`src/rtl/demux_grant_scheduler_pkg.sv`:
```
// Shared types and sizes for the demux grant scheduler.
// Holds state encodings, requester count and field widths.
package demux_grant_scheduler_pkg;

  localparam int NUM_REQ = 16;
  localparam int SEL_W   = 4;
  localparam int HOLD_W  = 5;

  typedef logic [1:0] state_t;

  localparam state_t StIdle = 2'd0;
  localparam state_t StOwn  = 2'd1;
  localparam state_t StGap  = 2'd2;

endpackage

```
`src/rtl/demux_grant_scheduler_rr_pick.sv`:
```
// Round-robin picker: first set Req bit at or above Start, wrapping.
// Ports: Req, Start in; Found, Index out (purely combinational).
module rr_pick_16
  import demux_grant_scheduler_pkg::*;
(
  input  logic [NUM_REQ-1:0] Req,
  input  logic [SEL_W-1:0]   Start,
  output logic               Found,
  output logic [SEL_W-1:0]   Index
);

  logic [SEL_W-1:0] cand;

  always_comb begin
    Found = 1'b0;
    Index = '0;
    cand  = '0;
    for (int i = 0; i < NUM_REQ; i++) begin
      cand = Start + SEL_W'(i);
      if (!Found && Req[cand]) begin
        Found = 1'b1;
        Index = cand;
      end
    end
  end

endmodule

```
`src/rtl/demux_grant_scheduler.sv`:
```
// Round-robin owner scheduler driving a demux select/enable.
// Ports: Clock, Reset, Req, Release in; Sel, Enable, Grant, Busy out.
module demux_grant_scheduler
  import demux_grant_scheduler_pkg::*;
#(
  parameter int MAX_HOLD = 8
) (
  input  logic               Clock,
  input  logic               Reset,
  input  logic [NUM_REQ-1:0] Req,
  input  logic               Release,
  output logic [SEL_W-1:0]   Sel,
  output logic               Enable,
  output logic [NUM_REQ-1:0] Grant,
  output logic               Busy
);

  localparam logic [HOLD_W-1:0] HoldLast =
    HOLD_W'(MAX_HOLD - 1);

  state_t            state;
  logic [SEL_W-1:0]  lastSel;
  logic [HOLD_W-1:0] hold;

  logic              found;
  logic [SEL_W-1:0]  winner;
  logic              ownExit;

  rr_pick_16 uPick (
    .Req   (Req),
    .Start (lastSel + SEL_W'(1)),
    .Found (found),
    .Index (winner)
  );

  assign ownExit = Release || !Req[Sel] || (hold == HoldLast);

  always_ff @(posedge Clock or posedge Reset) begin
    if (Reset) begin
      state   <= StIdle;
      Sel     <= '0;
      lastSel <= SEL_W'(NUM_REQ - 1);
      hold    <= '0;
      Enable  <= 1'b0;
      Grant   <= '0;
      Busy    <= 1'b0;
    end else begin
      case (state)
        StIdle, StGap: begin
          if (found) begin
            state  <= StOwn;
            Sel    <= winner;
            hold   <= '0;
            Enable <= 1'b1;
            Grant  <= NUM_REQ'(1) << winner;
            Busy   <= 1'b1;
          end else begin
            state  <= StIdle;
            Enable <= 1'b0;
            Grant  <= '0;
            Busy   <= 1'b0;
          end
        end
        StOwn: begin
          if (ownExit) begin
            // Sel is held through the dead cycle; only LastSel moves.
            state   <= StGap;
            lastSel <= Sel;
            Enable  <= 1'b0;
            Grant   <= '0;
          end else begin
            hold <= hold + HOLD_W'(1);
          end
        end
        default: begin
          state  <= StIdle;
          Enable <= 1'b0;
          Grant  <= '0;
          Busy   <= 1'b0;
        end
      endcase
    end
  end

endmodule

```
`config.mk`:
```
export PLATFORM = sky130hd
export DESIGN_NAME = demux_grant_scheduler
export DESIGN_NICKNAME = d
export VERILOG_FILES = /design/src/rtl/demux_grant_scheduler_pkg.sv /design/src/rtl/demux_grant_scheduler_rr_pick.sv /design/src/rtl/demux_grant_scheduler.sv
export SDC_FILE = /design/constraint.sdc
export NUM_CORES = 1
export LEC_CHECK = 0
export BUFFER_PORTS_ARGS = -buffer_cell sky130_fd_sc_hd__buf_2
export CORE_MARGIN = 2
export CORE_UTILIZATION = 62
export CTS_CLUSTER_SIZE = 10
export DETAILED_ROUTE_END_ITERATION = 12
export PLACE_DENSITY = 0.82
export SLEW_MARGIN = 20
export SYNTH_ARGS = -nofsm -noshare
export SYNTH_HDL_FRONTEND = slang
export SYNTH_SLANG_ARGS = --single-unit
```
`constraint.sdc`:
```
create_clock -name Clock -period 5.36 [get_ports Clock]
set_input_delay 0 -clock Clock [delete_from_list [all_inputs] [get_ports Clock]]
set_output_delay 0 -clock Clock [all_outputs]
set_load 0.005 [all_outputs]
```
==> impl_metrics.json <==
{
  "hpwl_um": 9860,
  "rows": 30,
  "path_cells": "ha_1 > xnor2_2 > xnor2_1 > mux2_2 > mux2i_4 > nand3_2 > nor3_1 > and3_1 > o311ai_1 > a21o_1 > nor3_2 > a32o_1",
  "r2r_slack_ns": 0.55,
  "yosys.area_share.adder": 0.00852,
  "synthMuxAreaShare": 0.242,
  "clk_latency_ns": 0.28,
  "critical_path.top_delay_family": "simple AND/OR/NAND/NOR gates",
  "yosysSeqAreaShare": 0.188,
  "netlist_area_um2": 4410,
  "fin_crit_sh": 0.897,
  "die_y_um": 88.3,
  "start_util": 0.645,
  "arrival_ns": 5.01,
  "drc": 0,
  "setup-violations-final": 0,
  "place_congestion": 1.08,
  "ctsResizeCount": 0,
  "avgSynthCellArea_um2": 9.03,
  "io_pins": 41,
  "routedWlPerCell_um": 21.1,
  "cp-start-kind": "register",
  "worstSetupPathType": "reg2reg",
  "synthTopCellsByArea": "dfrtp_1, mux4_2, mux2i_1",
  "cts_tree": "done",
  "drive_gt1_frac": 0.259,
  "synth_enable_flop_cells": 0,
  "drt_iter0_drc": 449,
  "antenna_found_initial": 0,
  "ys.flop_type": "dfrtp_1",
  "fin_skew_ns": 0.00520,
  "grt_usage": 0.341,
  "reg2regPathDepth": 12,
  "synth_cell_types": 93,
  "synth-compound-area-share": 0.227,
  "synth-seq-cells": 33,
  "end_kind": "register",
  "ctsHtreeMaxLevel": 2,
  "syn_to_final_growth_pct": 6.87,
  "path_max_fanout": 13,
  "final_cell_mix": "nand2_1, buf_2, nor2_1",
  "rr_endpoint": "Grant[4]$_DFFE_PP0P_",
  "clk_pin_slew_ns": 0.06,
  "synthCells": 488,
  "clock_tree.buffer_depth": 2,
  "first_pass_iters": 5,
  "outcome": "finished, final reports clean",
  "synthSimpleGateAreaFrac": 0.229,
  "synth_top_area_cell": "dfrtp_1",
  "synth_top_area_frac": 0.165,
  "avgViaCountPerCell": 6.92,
  "grt_pass1_wl_um": 20300,
  "cp_num_buf_inv": 0,
  "startpoint": "lastSel[1]$_DFFE_PP1P_",
  "grt_overflow": 0,
  "n_antenna_cell": 0,
  "numPortBuffers": 40,
  "synth_nets": 510,
  "root_buffer": "clkbuf_8",
  "report.final.slew_viol_count": 0,
  "async_reset_ff_frac": 1.00,
  "worstHoldStart": "Release",
  "antenna_left": 0,
  "finalHoldViolCount": 0,
  "slowest_delay_ns": 0.69,
  "grt_setup_unrepaired": "no",
  "cts_made_buffers": 5,
  "timing.final.crit_period_ns": 4.81,
  "worstHoldEndpoint": "state[1]$_DFFE_PP0P_",
  "core_area_um2": 6830,
  "grt_pass1_vias": 3851,
  "layout_commonest_cell": "nand2_1",
  "max-cap-violations": 0,
  "grt_max_degree": 39,
  "worstHoldPathCells": 3,
  "relSlewSlack": 0.459,
  "fin_setup_tns_ns": 0,
  "die_area_um2": 7800,
  "synthXorXnorAreaFrac": 0.0395,
  "yosysWarnings": 0,
  "cp_slowest_cell": "dfstp_2",
  "nets": 535,
  "worstReg2RegStart": "lastSel[1]$_DFFE_PP1P_",
  "tightestPinTransition_ns": 0.806,
  "vias": 4222,
  "fmax_mhz": 208,
  "tritoncts_num_sinks": 33,
  "synth_top_family_by_area": "multiplexers",
  "die_w_um": 88.3,
  "required_ns": 5.57,
  "hold_class": "in2reg",
  "wl_um": 12900
}
==> worst register-to-register path: cells and delay by family, from the launching register on <==
| kind | cells | cell delay, ns |
|---|---|---|
| mux | 2 | 0.70 |
| fa+ha+maj | 1 | 0.50 |
| compound gates | 3 | 0.77 |
| flops | 1 | 0.69 |
| xor+xnor | 2 | 0.85 |
| simple gates | 4 | 1.24 |
==> cell type report <==
type	count	area, um^2
clock buffers	7	86.3
clock inverters	1	30.0
fillers	567	2120
inverters	15	56.3
multi-input cells	407	3290
flip-flops and latches	33	831
well taps	96	120
repair buffers	51	298
==> sequential cells by signal, indices dropped and copies added, names as in the netlist <==
name	flops
Grant	16
hold	5
Sel	4
lastSel	4
state	2
Busy	1
Enable	1
==> how the worst max path moves through the flow <==
stage / cells past startpoint / to / slack, ns
after floorplan: 19 / Grant[0]$_DFFE_PP0P_ / 0.66
after global placement: 13 / Grant[3]$_DFFE_PP0P_ / 0.75
after detailed placement: 12 / hold[0]$_DFFE_PP0P_ / 0.64
after CTS: 12 / Grant[4]$_DFFE_PP0P_ / 0.61
after global routing: 13 / Grant[3]$_DFFE_PP0P_ / 0.09
final: 12 / Grant[4]$_DFFE_PP0P_ / 0.55
==> timing repair <==
item                      in CTS  in global routing
hold endpoints to repair      29                  0
setup buffers                  0                  0
hold buffers                   1                  0
==> metal layers <==
metal | GRT usage | share of wire | vias to the layer above
li1 | - | - | 1923
met1 | 0.503 | 0.43 | 2027
met2 | 0.516 | 0.45 | 234
met3 | 0.0746 | 0.094 | 38
met4 | 0.0826 | 0.023 | 0
met5 | 0 | 0 | -
==> per-stage QoR <==
step	hold WS, ns	util	instances	cell area, um^2	setup WS [ns]
after global placement	0.0940	0.671	601	4580	0.751
after detailed placement	0.101	0.671	601	4580	0.641
final	0.283	0.690	610	4710	0.553
after CTS	0.279	0.690	610	4710	0.611
after floorplan	0.126	-	488	4410	0.657
after global routing	0.315	0.690	610	4710	0.0911
==> kinds of logic (layout without fill, tap and decap cells) <==
kind of cell / Yosys count / count (layout)
muxes: 67 / 67
buffers and inverters: 48 / 74
xor gates and xnor gates: 13 / 13
adders and majority gates: 3 / 3
and+or+nand+nor: 190 / 190
DFF: 33 / 33
AOI/OAI and AO/OA: 134 / 134
==> Yosys cell counts (5+ instances only) <==
master and number:
o211ai_1 7, o21ai_0 18, a32o_1 6, inv_1 15
nor3_1 17, o31ai_1 8, xor2_1 6, nor2_1 35
mux2_2 14, a21oi_1 21, mux2i_1 22, buf_2 10
clkbuf_1 10, dfrtp_1 29, and2_1 6, a22o_1 7
nand4_1 5, o22ai_1 8, nand2b_1 13, nand3_1 14
mux4_2 23, buf_6 7, nand2_1 55
Power is not shown: default switching activity piles up to over one toggle a cycle in this logic, so the estimate is an artifact.
